**src/rtl/sysid_check_ctrl.sv**
```systemverilog
// rtl/sysid_check_ctrl.sv - system-ID slave read-back checker (Avalon-MM master)
// Optional retry on mismatch: define SYSID_CHECK_RETRY_EN.
module sysid_check_ctrl #(
  parameter logic [31:0] EXPECTED_ID    = 32'd0,
  parameter logic [31:0] EXPECTED_TS    = 32'd1485992024,
  parameter int unsigned TIMEOUT_CYCLES = 16,
  parameter int unsigned MAX_RETRIES    = 3,
  parameter bit          AUTO_START     = 1'b1
) (
  input  logic        clock,
  input  logic        reset,
  input  logic        start,
  output logic        avm_address,
  output logic        avm_read,
  input  logic        avm_waitrequest,
  input  logic [31:0] avm_readdata,
  output logic        busy,
  output logic        done,
  output logic        id_ok,
  output logic        ts_ok,
  output logic        timeout_err,
  output logic [31:0] id_word,
  output logic [31:0] ts_word,
  output logic [3:0]  retry_count
);

  typedef enum logic [1:0] {IDLE, RD_ID, RD_TS, CHECK} state_e;

  localparam logic [7:0] STALL_LAST = 8'(TIMEOUT_CYCLES - 1);

  state_e      state_q, state_d;
  logic [7:0]  stall_q, stall_d;
  logic [31:0] id_word_q, id_word_d;
  logic [31:0] ts_word_q, ts_word_d;
  logic        id_ok_q, id_ok_d;
  logic        ts_ok_q, ts_ok_d;
  logic        tmo_q, tmo_d;
  logic        done_q, done_d;
  logic        armed_q;
  logic        go;
  logic        mismatch;
  logic        retry_go;

`ifdef SYSID_CHECK_RETRY_EN
  localparam logic [3:0] RETRY_LIMIT = 4'(MAX_RETRIES);
  logic [3:0] retry_q, retry_d;
  assign retry_count = retry_q;
`else
  logic [3:0] unused_retry_cfg;
  assign unused_retry_cfg = 4'(MAX_RETRIES);
  assign retry_count      = 4'd0;
`endif

  always_comb begin
    state_d   = state_q;
    stall_d   = stall_q;
    id_word_d = id_word_q;
    ts_word_d = ts_word_q;
    id_ok_d   = id_ok_q;
    ts_ok_d   = ts_ok_q;
    tmo_d     = tmo_q;
    done_d    = 1'b0;
    retry_go  = 1'b0;
`ifdef SYSID_CHECK_RETRY_EN
    retry_d   = retry_q;
`endif
    // armed_q is low only in the first cycle after reset release
    go       = start || (AUTO_START && !armed_q);
    mismatch = (id_word_q != EXPECTED_ID) || (ts_word_q != EXPECTED_TS);

    case (state_q)
      IDLE: begin
        if (go) begin
          state_d = RD_ID;
          stall_d = 8'd0;
          id_ok_d = 1'b0;
          ts_ok_d = 1'b0;
          tmo_d   = 1'b0;
`ifdef SYSID_CHECK_RETRY_EN
          retry_d = 4'd0;
`endif
        end
      end
      RD_ID, RD_TS: begin
        if (!avm_waitrequest) begin
          stall_d = 8'd0;
          if (state_q == RD_ID) begin
            id_word_d = avm_readdata;
            state_d   = RD_TS;
          end else begin
            ts_word_d = avm_readdata;
            state_d   = CHECK;
          end
        end else if (stall_q == STALL_LAST) begin
          stall_d = 8'd0;
          tmo_d   = 1'b1;
          id_ok_d = 1'b0;
          ts_ok_d = 1'b0;
          done_d  = 1'b1;
          state_d = IDLE;
        end else begin
          stall_d = stall_q + 8'd1;
        end
      end
      CHECK: begin
`ifdef SYSID_CHECK_RETRY_EN
        retry_go = mismatch && (retry_q < RETRY_LIMIT);
`endif
        if (retry_go) begin
`ifdef SYSID_CHECK_RETRY_EN
          retry_d = retry_q + 4'd1;
`endif
          state_d = RD_ID;
        end else begin
          id_ok_d = (id_word_q == EXPECTED_ID);
          ts_ok_d = (ts_word_q == EXPECTED_TS);
          done_d  = 1'b1;
          state_d = IDLE;
        end
      end
      default: state_d = IDLE;
    endcase
  end

  always_ff @(posedge clock) begin
    if (reset) begin
      state_q   <= IDLE;
      stall_q   <= 8'd0;
      id_word_q <= 32'd0;
      ts_word_q <= 32'd0;
      id_ok_q   <= 1'b0;
      ts_ok_q   <= 1'b0;
      tmo_q     <= 1'b0;
      done_q    <= 1'b0;
      armed_q   <= 1'b0;
`ifdef SYSID_CHECK_RETRY_EN
      retry_q   <= 4'd0;
`endif
    end else begin
      state_q   <= state_d;
      stall_q   <= stall_d;
      id_word_q <= id_word_d;
      ts_word_q <= ts_word_d;
      id_ok_q   <= id_ok_d;
      ts_ok_q   <= ts_ok_d;
      tmo_q     <= tmo_d;
      done_q    <= done_d;
      armed_q   <= 1'b1;
`ifdef SYSID_CHECK_RETRY_EN
      retry_q   <= retry_d;
`endif
    end
  end

  assign avm_read    = (state_q == RD_ID) || (state_q == RD_TS);
  assign avm_address = (state_q == RD_TS);
  assign busy        = (state_q != IDLE);
  assign done        = done_q;
  assign id_ok       = id_ok_q;
  assign ts_ok       = ts_ok_q;
  assign timeout_err = tmo_q;
  assign id_word     = id_word_q;
  assign ts_word     = ts_word_q;

endmodule
```
**config.mk**
```make
export PLATFORM = sky130hd
export DESIGN_NAME = sysid_check_ctrl
export DESIGN_NICKNAME = d
export VERILOG_FILES = /design/src/rtl/sysid_check_ctrl.sv
export SDC_FILE = /design/constraint.sdc
export NUM_CORES = 1
export LEC_CHECK = 0
export BUFFER_PORTS_ARGS = -buffer_cell sky130_fd_sc_hd__buf_2
export CAP_MARGIN = 20
export CORE_MARGIN = 2
export CORE_UTILIZATION = 44
export CTS_CLUSTER_DIAMETER = 40
export DETAILED_ROUTE_END_ITERATION = 10
export GPL_TIMING_DRIVEN = 0
export PLACE_DENSITY_LB_ADDON = 0.25
export SETUP_SLACK_MARGIN = 0.3
export SLEW_MARGIN = 20
export SYNTH_ARGS = -nofsm -noshare
export SYNTH_HDL_FRONTEND = slang
export SYNTH_SLANG_ARGS = --single-unit
```
**constraint.sdc**
```tcl
create_clock -name clock -period 1.8 [get_ports clock]
set_input_delay 0.18 -clock clock [delete_from_list [all_inputs] [get_ports clock]]
set_output_delay 0.18 -clock clock [all_outputs]
set_load 0.01 [all_outputs]
```
==> metrics, run 1 <==
status=complete, no violations; Place WS=-162 ps; antenna violations before repair=0; Fillers=629; pwr/cell area=1250 nW/um^2; Setup Skew=12.6 ps; H-tree level count=3; critical path required time=2080 ps; crit end category=flop; share of the synthesized area in the top cell type=0.506; Syn Inst Count=394; FP Rows=30; Post-Syn Area=3120 sq um; Die W=88.2 microns; first-pass GRT wire length=13700 microns; core box area=6830 sq um; #FFs+latches synth=79; final setup vio count=0; worst skew pair latency=350 ps; switch share=0.362; hpwl dp=6610 microns; sequential fraction of design power=0.408; fmax=590 MHz; vias in the first global route=2809; DP Area=3870 sq um; clk buf depth=2; PortBufs=105; grt total ovfl=0; Post-CTS Hold Buffers=0; Iteration-0 DRC Markers=198; max_slew headroom=0.630; layout cell share with drive strength beyond 1=0.350; P_int=3.48 mW; first-pass detailed-route iteration total=6; post-route ant nets=0; Max IR drop VDD=0.000630 V; final worst slack=105 ps; Reg area=1600 sq um; Vias/cell=5.14; top area cells in the synthesized netlist=dfxtp_1 (51%), nand2_1 (16%), a21oi_1 (12%); Syn-to-layout area delta=39.9%; Multi-input gate area=1600 sq um; post-synthesis sequential area ratio=0.506; clock slew at reported path FFs=90 ps; clk root buf=clkbuf_8; total chip power=5.46 mW; I/O pin total=111; commonest non-fill, non-tap cell in the layout=nand2_1; CP max FO=3; height of the die=88.2 microns; Final Hold Fails=0; die area=7790 sq um; P_sw=1.98 mW; Clock power frac=0.242; Distinct cells, synth=39; largest net degree at the start of global routing=15; Min-Delay Path Class=input port to flop; CTS Sinks=79; Gate power share=0.350; share of synthesized registers carrying an async set or reset=0; GP Congestion=0.894; WL per Instance=14.5 microns; CTS buffer count=9; critical path type=flop to flop; Overall Global Routing Usage=0.228; Starting Density=0.457; CP Data Arrival Time=1970 ps; max-cap violation count=0; DRC viols=0; Post-layout nets=563; Synth area leader=dfxtp_1; Antenna diodes=0; crit path launch type=flop; setup TNS=0 ps; DRT Wirelength=9010 microns; Worst Tran Pin Value=555 ps; TritonCTS clock tree=done; vias=3198; cell area after layout=4370 sq um; Final Cycle Share=0.942; Ys Warns=0; Post-synth EDFFs=0; Post-synth top flop=dfxtp_1; syn_area_per_cell=7.93 sq um; RSZ-0062 raised after global routing=yes; commonest non-fill, non-tap cells in the layout=nand2_1 (126), buf_2 (105), dfxtp_1 (73); leak pwr=1.85 nW; fin. max-slew vios=0; post-layout min period=1690 ps
[cell type report]
class / count / share of cell area
multi-input cells: 285 / 0.367
flip-flops and latches: 79 / 0.366
repair buffers: 114 / 0.137
plain buffers: 27 / 0.0518
clock buffers: 9 / 0.0283
well taps: 96 / 0.0275
clock inverters: 6 / 0.0163
inverters: 6 / 0.00687
[logic make-up (layout without fill, tap and decap cells)]
kind of cell | Yosys count | in the layout | share of synthesized area
XOR/XNOR | 5 | 5 | 0.0140
adder cells (fa/ha/maj) | 5 | 5 | 0.0200
flip-flops | 79 | 79 | 0.506
AO/OA/AOI/OAI | 85 | 85 | 0.143
buffers and inverters | 33 | 162 | 0.0449
AND/OR/NAND/NOR | 186 | 186 | 0.270
other | 1 | 4 | 0.00120
[sequential cells by signal, indices dropped and copies added, names as in the netlist]
name,count
armed_q,1
timeout_err,1
stall_q,8
id_word,32
ts_word,32
state_q,2
ts_ok,1
done,1
id_ok,1
[stage by stage]
step / instances / util / hold WS [ps]
after floorplan: 397 / - / 316
after global placement: 598 / 0.567 / 437
after detailed placement: 598 / 0.567 / 441
after CTS: 616 / 0.620 / 65.5
after global routing: 622 / 0.640 / 63.0
final: 622 / 0.640 / 70.9
[worst paths after layout]
path	startpoint	end	slack [ps]	depth (start not counted)
hold reg to reg	ts_word[28]	ts_word[28]	460	2
setup reg to reg	id_word[15]	id_ok	110	4
hold / removal	avm_readdata[14]	id_word[14]	70	3
setup / recovery	id_word[15]	id_ok	110	4
[worst max-delay path, stage by stage, from the launching register on]
cell and delay (ps):
dfxtp_1 350, nor4_1 480, nand3_1 140, or4_1 510, a21oi_1 150
[Yosys cell counts (2+ instances only)]
master	instances
a21oi_1	72
a31oi_1	2
buf_4	4
clkbuf_1	22
dfxtp_1	79
ha_1	5
inv_1	6
nand2_1	130
nand3_1	6
nand4_1	5
nor2_1	9
nor2b_1	3
nor3_1	5
nor4_1	9
nor4b_1	3
o21ai_0	4
or3_1	2
or4_1	3
xnor2_1	5
[per-layer routing]
layer | share of wire | global-route usage | up-vias | wire, microns
met1 | 0.44 | 0.297 | 1512 | 3960
met5 | 0 | 0 | - | 0
li1 | - | - | 1580 | -
met4 | 0.0099 | 0.0620 | 0 | 89
met3 | 0.059 | 0.0644 | 9 | 535
met2 | 0.49 | 0.374 | 97 | 4430
[what timing repair did]
| item | 4_1_cts | 5_1_grt |
|---|---|---|
| resized for setup | 30 | 29 |
| pin swaps | 6 | 13 |
| setup endpoints to repair | 74 | 75 |
| buffers inserted | 3 | 6 |
| gates cloned | 0 | 0 |
[power by group through the flow]
stage | clock, mW | combinational [mW] | sequential, mW
4_1_cts | 1.33 | 1.76 | 2.21
2_1_floorplan | 0 | 0.957 | 2.29
3_3_place_gp | 0 | 1.57 | 2.21
5_1_grt | 1.41 | 2.09 | 2.26
6_report | 1.32 | 1.91 | 2.23
3_5_place_dp | 0 | 1.60 | 2.23
Note: power is estimated with default switching activity, not from simulation.
==> run 2, diff against run 1 <==
--- a/config.mk
+++ b/config.mk
@@ -7,8 +7,10 @@
 export LEC_CHECK = 0
 export BUFFER_PORTS_ARGS = -buffer_cell sky130_fd_sc_hd__buf_2
 export CAP_MARGIN = 20
+export CELL_PAD_IN_SITES_DETAIL_PLACEMENT = 0
+export CELL_PAD_IN_SITES_GLOBAL_PLACEMENT = 1
 export CORE_MARGIN = 2
-export CORE_UTILIZATION = 44
+export CORE_UTILIZATION = 31
 export CTS_CLUSTER_DIAMETER = 40
 export DETAILED_ROUTE_END_ITERATION = 10
 export GPL_TIMING_DRIVEN = 0
==> run 2 against run 1 <==
  * Clock power is 22% higher
  * Sequential share of layout area is 2.8 points lower
  * Critical endpoint is now ts_word[22]
  * Final area is 8.0% higher
  * Highest routed layer unchanged
  * Clock skew is 8.5 ps lower
  * Largest power group is now combinational logic
  * Global-route usage is 5.0 points lower
  * Hold slack better by 13 ps
  * Core utilization is 16 points lower
  * Die area is 40% higher
  * First-iteration DRC count is 49% lower
  * Register-to-register slack worse by 30 ps
  * Largest cell class unchanged
==> metrics, run 2 (synthesis gave the netlist of run 1 again) <==
status=complete, no violations (unchanged); CTS buffer count=9 (unchanged); Post-CTS Hold Buffers=0 (unchanged); total chip power=6.21 mW (was 5.46 mW); Critical path origin=state_q[0] (was id_word[15]); commonest non-fill, non-tap cell in the layout=nand2_1 (unchanged); cell chain of the critical path=inv_4, ha_4, inv_6, or3_4, buf_8, clkbuf_16, nand2_1, a21oi_1 (was nor4_1, nand3_1, or4_1, a21oi_1); first-pass detailed-route iteration total=4 (was 6); Worst Tran Pin Value=638 ps (was 555 ps); Worst Setup EP=ts_word[22] (was id_ok); PortBufs=105 (unchanged); Final Non-Filler Cells=670 (was 622); fmax=581 MHz (was 590 MHz); critical path type=flop to flop (unchanged); TritonCTS clock tree=done (unchanged); crit end category=flop (unchanged); die area=10900 sq um (was 7790 sq um); Worst path depth=8 (was 4); pwr/cell area=1320 nW/um^2 (was 1250 nW/um^2); vias in the first global route=3065 (was 2809); Antenna diodes=0 (unchanged); Iteration-0 DRC Markers=100 (was 198); H-tree level count=3 (unchanged); post-route ant nets=0 (unchanged); hpwl dp=7320 microns (was 6610 microns); clk root buf=clkbuf_8 (unchanged); vias=3171 (was 3198); antenna violations before repair=0 (unchanged); CP Data Arrival Time=1930 ps (was 1970 ps); Worst Hold Launch=avm_readdata[25] (was avm_readdata[14]); fin. max-slew vios=0 (unchanged); crit path launch type=flop (unchanged); clk buf depth=2 (unchanged); slowest CP cell=dfxtp_4 (was or4_1); Post-layout nets=574 (was 563); DRC viols=0 (unchanged); post-layout min period=1720 ps (was 1690 ps); height of the die=104 microns (was 88.2 microns); r2r setup slk=80 ps (was 110 ps); first-pass GRT wire length=15400 microns (was 13700 microns); max_slew headroom=0.575 (was 0.630); critical path required time=2000 ps (was 2080 ps); slowest stage delay, CP=390 ps (was 510 ps); Finished Core Util=0.483 (was 0.640); core box area=9770 sq um (was 6830 sq um); Vias/cell=4.73 (was 5.14); Fillers=997 (was 629); I/O pin total=111 (unchanged); Final Hold Fails=0 (unchanged); CTS Sinks=79 (unchanged); Worst Path Buf+Inv=4 (was 0); worst skew pair latency=340 ps (was 350 ps); Worst Hold Slack=83.8 ps (was 70.9 ps); grt total ovfl=0 (unchanged); placed cells=635 (was 598); Final Cycle Share=0.957 (was 0.942); commonest non-fill, non-tap cells in the layout=nand2_1 (120), buf_2 (105), dfxtp_1 (71) (was nand2_1 (126), buf_2 (105), dfxtp_1 (73)); Die W=104 microns (was 88.2 microns); Syn-to-layout area delta=51.1% (was 39.9%); leak pwr=1.96 nW (was 1.85 nW); delay-heaviest family, CP=simple AND/OR/NAND/NOR gates (unchanged); Multi-input gate area=1760 sq um (was 1600 sq um); max-cap violation count=0 (unchanged); Worst Reg-to-Reg Cells=8 (was 4); RSZ-0062 raised after global routing=yes (unchanged); Setup Skew=4.11 ps (was 12.6 ps); layout cell share with drive strength beyond 1=0.410 (was 0.350); WL per Instance=15.1 microns (was 14.5 microns); largest net degree at the start of global routing=13 (was 15); final setup vio count=0 (unchanged); GP Congestion=0.784 (was 0.894); Overall Global Routing Usage=0.178 (was 0.228); DRT Wirelength=10200 microns (was 9010 microns); Min-Delay Path Class=input port to flop (unchanged); R2R Path End=ts_word[22] (was id_ok); Reg area=1600 sq um (about the same); Max IR drop VDD=0.000520 V (was 0.000630 V); r2r startpoint=state_q[0] (was id_word[15]); FP Rows=36 (was 30); CP max FO=7 (was 3); clock slew at reported path FFs=80 ps (was 90 ps); Starting Density=0.320 (was 0.457)
[run 2: tightest hold or removal path, stage by stage]
cell and delay [ps]:
buf_2 110, nand2_1 50, a21oi_1 50
[run 2: how the worst min path moves through the flow]
stage | to | slack [ps] | cells past startpoint
floorplan | ts_word[20] | 320 | 2
global placement | id_word[20] | 440 | 3
detailed placement | id_word[1] | 440 | 3
CTS | ts_word[14] | 70 | 3
global route | id_word[12] | 80 | 3
finish | id_word[25] | 80 | 3
[run 2: final cells by class]
cell class	count	share of cell area
tap	133	0.0353
sequential	79	0.338
multi-input combinational	285	0.372
clock inverter	3	0.0191
timing repair buffer	125	0.148
buffer	27	0.0475
clock buffer	12	0.0329
inverter	6	0.00689
[run 2: layer usage]
layer | global-route usage | wire, microns | vias up
met3 | 0.0414 | 578 | 9
met5 | 0 | 0 | -
met1 | 0.221 | 4480 | 1470
li1 | - | - | 1608
met4 | 0.0647 | 91 | 0
met2 | 0.301 | 5000 | 84
[run 2: what timing repair did]
item / in CTS / in global routing
gates cloned: 1 / 2
gates resized for setup: 59 / 37
hold endpoints to repair: 0 / 0
pin swaps: 32 / 12
setup buffers: 11 / 6
setup endpoints to repair: 74 / 76
[run 2: per-stage QoR]
stage                     area [sq um]  setup TNS, ps  setup slack (ps)
after floorplan                   3230              0               198
after global placement            3920          -3840              -163
after detailed placement          3920          -3340              -212
after CTS                         4520              0              91.1
after global routing              4720              0              24.1
final                             4720              0              77.5
[run 2: where the power goes]
part	internal, mW	switching (mW)
clock network	0.991	0.618
logic	1.11	1.24
registers	2.00	0.248
==> run 3, diff against run 2 <==
--- a/config.mk
+++ b/config.mk
@@ -15,6 +15,7 @@
 export DETAILED_ROUTE_END_ITERATION = 10
 export GPL_TIMING_DRIVEN = 0
 export PLACE_DENSITY_LB_ADDON = 0.25
+export REMOVE_ABC_BUFFERS = 1
 export SETUP_SLACK_MARGIN = 0.3
 export SLEW_MARGIN = 20
 export SYNTH_ARGS = -nofsm -noshare
==> constraint.sdc (replaced) <==
create_clock -name clock -period 1.8 [get_ports clock]
set_input_delay 0 -clock clock [delete_from_list [all_inputs] [get_ports clock]]
set_output_delay 0 -clock clock [all_outputs]
set_load 0.01 [all_outputs]
==> run 3 against run 2 <==
  * The flow now finishes with violations (setup timing)
  * Fmax fell by 6.8%
  * Total power fell by 9.3%
  * Non-clock buffer count rose by 10
  * Sequential cell count did not move
  * Hold slack improved by 44 ps
  * Critical path depth fell by 3
==> metrics, run 3 (synthesis gave the netlist of run 1 again) <==
status=complete, but fails checks (was complete, no violations); failing checks=setup timing; Multi-input gate area=1640 sq um (was 1760 sq um); Post-layout nets=587 (was 574); r2r setup slk=-50 ps (was 80 ps); R2R Path End=ts_ok (was ts_word[22]); post-route ant nets=0 (unchanged); critical path type=flop to flop (unchanged); RSZ-0062 raised after global routing=yes (unchanged); max-cap violation count=0 (unchanged); core box area=9770 sq um (unchanged); vias in the first global route=3110 (was 3065); GP Congestion=0.767 (was 0.784); antenna violations before repair=0 (unchanged); Max IR drop VDD=0.000461 V (was 0.000520 V); Iteration-0 DRC Markers=155 (was 100); clk buf depth=2 (unchanged); WL per Instance=15.3 microns (was 15.1 microns); Antenna diodes=0 (unchanged); CTS buffer count=9 (unchanged); commonest non-fill, non-tap cells in the layout=nand2_1 (128), buf_2 (105), dfxtp_1 (77) (was nand2_1 (120), buf_2 (105), dfxtp_1 (71)); setup TNS=-48.5 ps (was 0 ps); clock slew at reported path FFs=90 ps (was 80 ps); FP Rows=36 (unchanged); commonest non-fill, non-tap cell in the layout=nand2_1 (unchanged); Reg area=1590 sq um (was 1600 sq um); Worst Reg-to-Reg Cells=5 (was 8); vias=3261 (was 3171); CTS Sinks=79 (unchanged); Setup Skew=7.39 ps (was 4.11 ps); TritonCTS clock tree=done (unchanged); critical path required time=2060 ps (was 2000 ps); Final Cycle Share=1.03 (was 0.957); fmax=541 MHz (was 581 MHz); clk root buf=clkbuf_8 (unchanged); CP Data Arrival Time=2100 ps (was 1930 ps); post-layout min period=1850 ps (was 1720 ps); layout cell share with drive strength beyond 1=0.325 (was 0.410); Place WS=-480 ps (was -212 ps); CP max FO=3 (was 7); pwr/cell area=1190 nW/um^2 (was 1320 nW/um^2); grt total ovfl=0 (unchanged); fin. max-slew vios=0 (unchanged); Worst Hold Slack=128 ps (was 83.8 ps); r2r startpoint=state_q[1] (was state_q[0]); final worst slack=-48.5 ps (was 77.5 ps); die area=10900 sq um (unchanged); Fillers=995 (was 997); Syn-to-layout area delta=51.0% (was 51.1%); Overall Global Routing Usage=0.189 (was 0.178); Starting Density=0.320 (unchanged); H-tree level count=3 (unchanged); first-pass GRT wire length=16200 microns (was 15400 microns); Min-Delay Path Class=input port to flop (unchanged); hpwl dp=6410 microns (was 7320 microns); total chip power=5.63 mW (was 6.21 mW); DRT Wirelength=10500 microns (was 10200 microns); I/O pin total=111 (unchanged); first-pass detailed-route iteration total=4 (unchanged); crit end category=flop (unchanged); PortBufs=106 (was 105); Worst Setup EP=ts_ok (was ts_word[22]); leak pwr=1.95 nW (was 1.96 nW); crit path launch type=flop (unchanged); Critical path origin=state_q[1] (was state_q[0]); Final Hold Fails=0 (unchanged); height of the die=104 microns (unchanged); Vias/cell=4.77 (was 4.73); Die W=104 microns (unchanged); worst skew pair latency=350 ps (was 340 ps); DRC viols=0 (unchanged); final setup vio count=1 (was 0); largest net degree at the start of global routing=75 (was 13); max_slew headroom=0.456 (was 0.575); Worst Tran Pin Value=816 ps (was 638 ps)
-- run 3: worst min-delay path by stage --
stage / cells after the start / to / startpoint
after floorplan: 1 / id_ok / reset
after global placement: 3 / ts_word[0] / avm_readdata[0]
after detailed placement: 3 / ts_word[15] / avm_readdata[15]
after CTS: 3 / timeout_err / avm_waitrequest
after global routing: 3 / timeout_err / avm_waitrequest
final: 3 / timeout_err / avm_waitrequest
-- run 3: layer usage --
metal,share of wire,vias up,track usage
li1,-,1637,-
met2,0.47,95,0.310
met4,0.010,0,0.0627
met1,0.45,1520,0.245
met5,0,-,0
met3,0.064,9,0.0426
-- run 3: critical path, cell delays in order, from the launching register on --
cell and delay [ps]:
dfxtp_4 380, ha_4 150, and4b_1 250, nand4_1 190, or4_4 570, o41ai_4 220
-- run 3: report_power, final --
part | internal [mW] | switching (mW)
Combinational | 0.994 | 1.21
Sequential | 1.99 | 0.195
Clock | 0.512 | 0.723
-- run 3: repair_timing --
item,4_1_cts,5_1_grt
pin swaps,15,10
hold buffers,32,0
gates resized for setup,41,7
setup buffers,16,3
cloned,3,1
endpoints found under the hold margin,64,0
endpoints found under the setup margin,77,54
-- run 3: per-stage QoR --
| stage | utilization | instance area [sq um] | instances |
|---|---|---|---|
| floorplan | - | 3020 | 370 |
| detailed placement | 0.387 | 3780 | 613 |
| global route | 0.483 | 4720 | 684 |
| global placement | 0.380 | 3710 | 609 |
| CTS | 0.475 | 4640 | 680 |
| finish | 0.483 | 4720 | 684 |
-- run 3: area by class of cell --
| type | instances | area share |
|---|---|---|
| clock buffers | 9 | 0.0263 |
| clock inverters | 7 | 0.0119 |
| inverters | 6 | 0.00557 |
| multi-input cells | 288 | 0.347 |
| flip-flops and latches | 79 | 0.337 |
| well taps | 133 | 0.0353 |
| repair buffers | 162 | 0.237 |
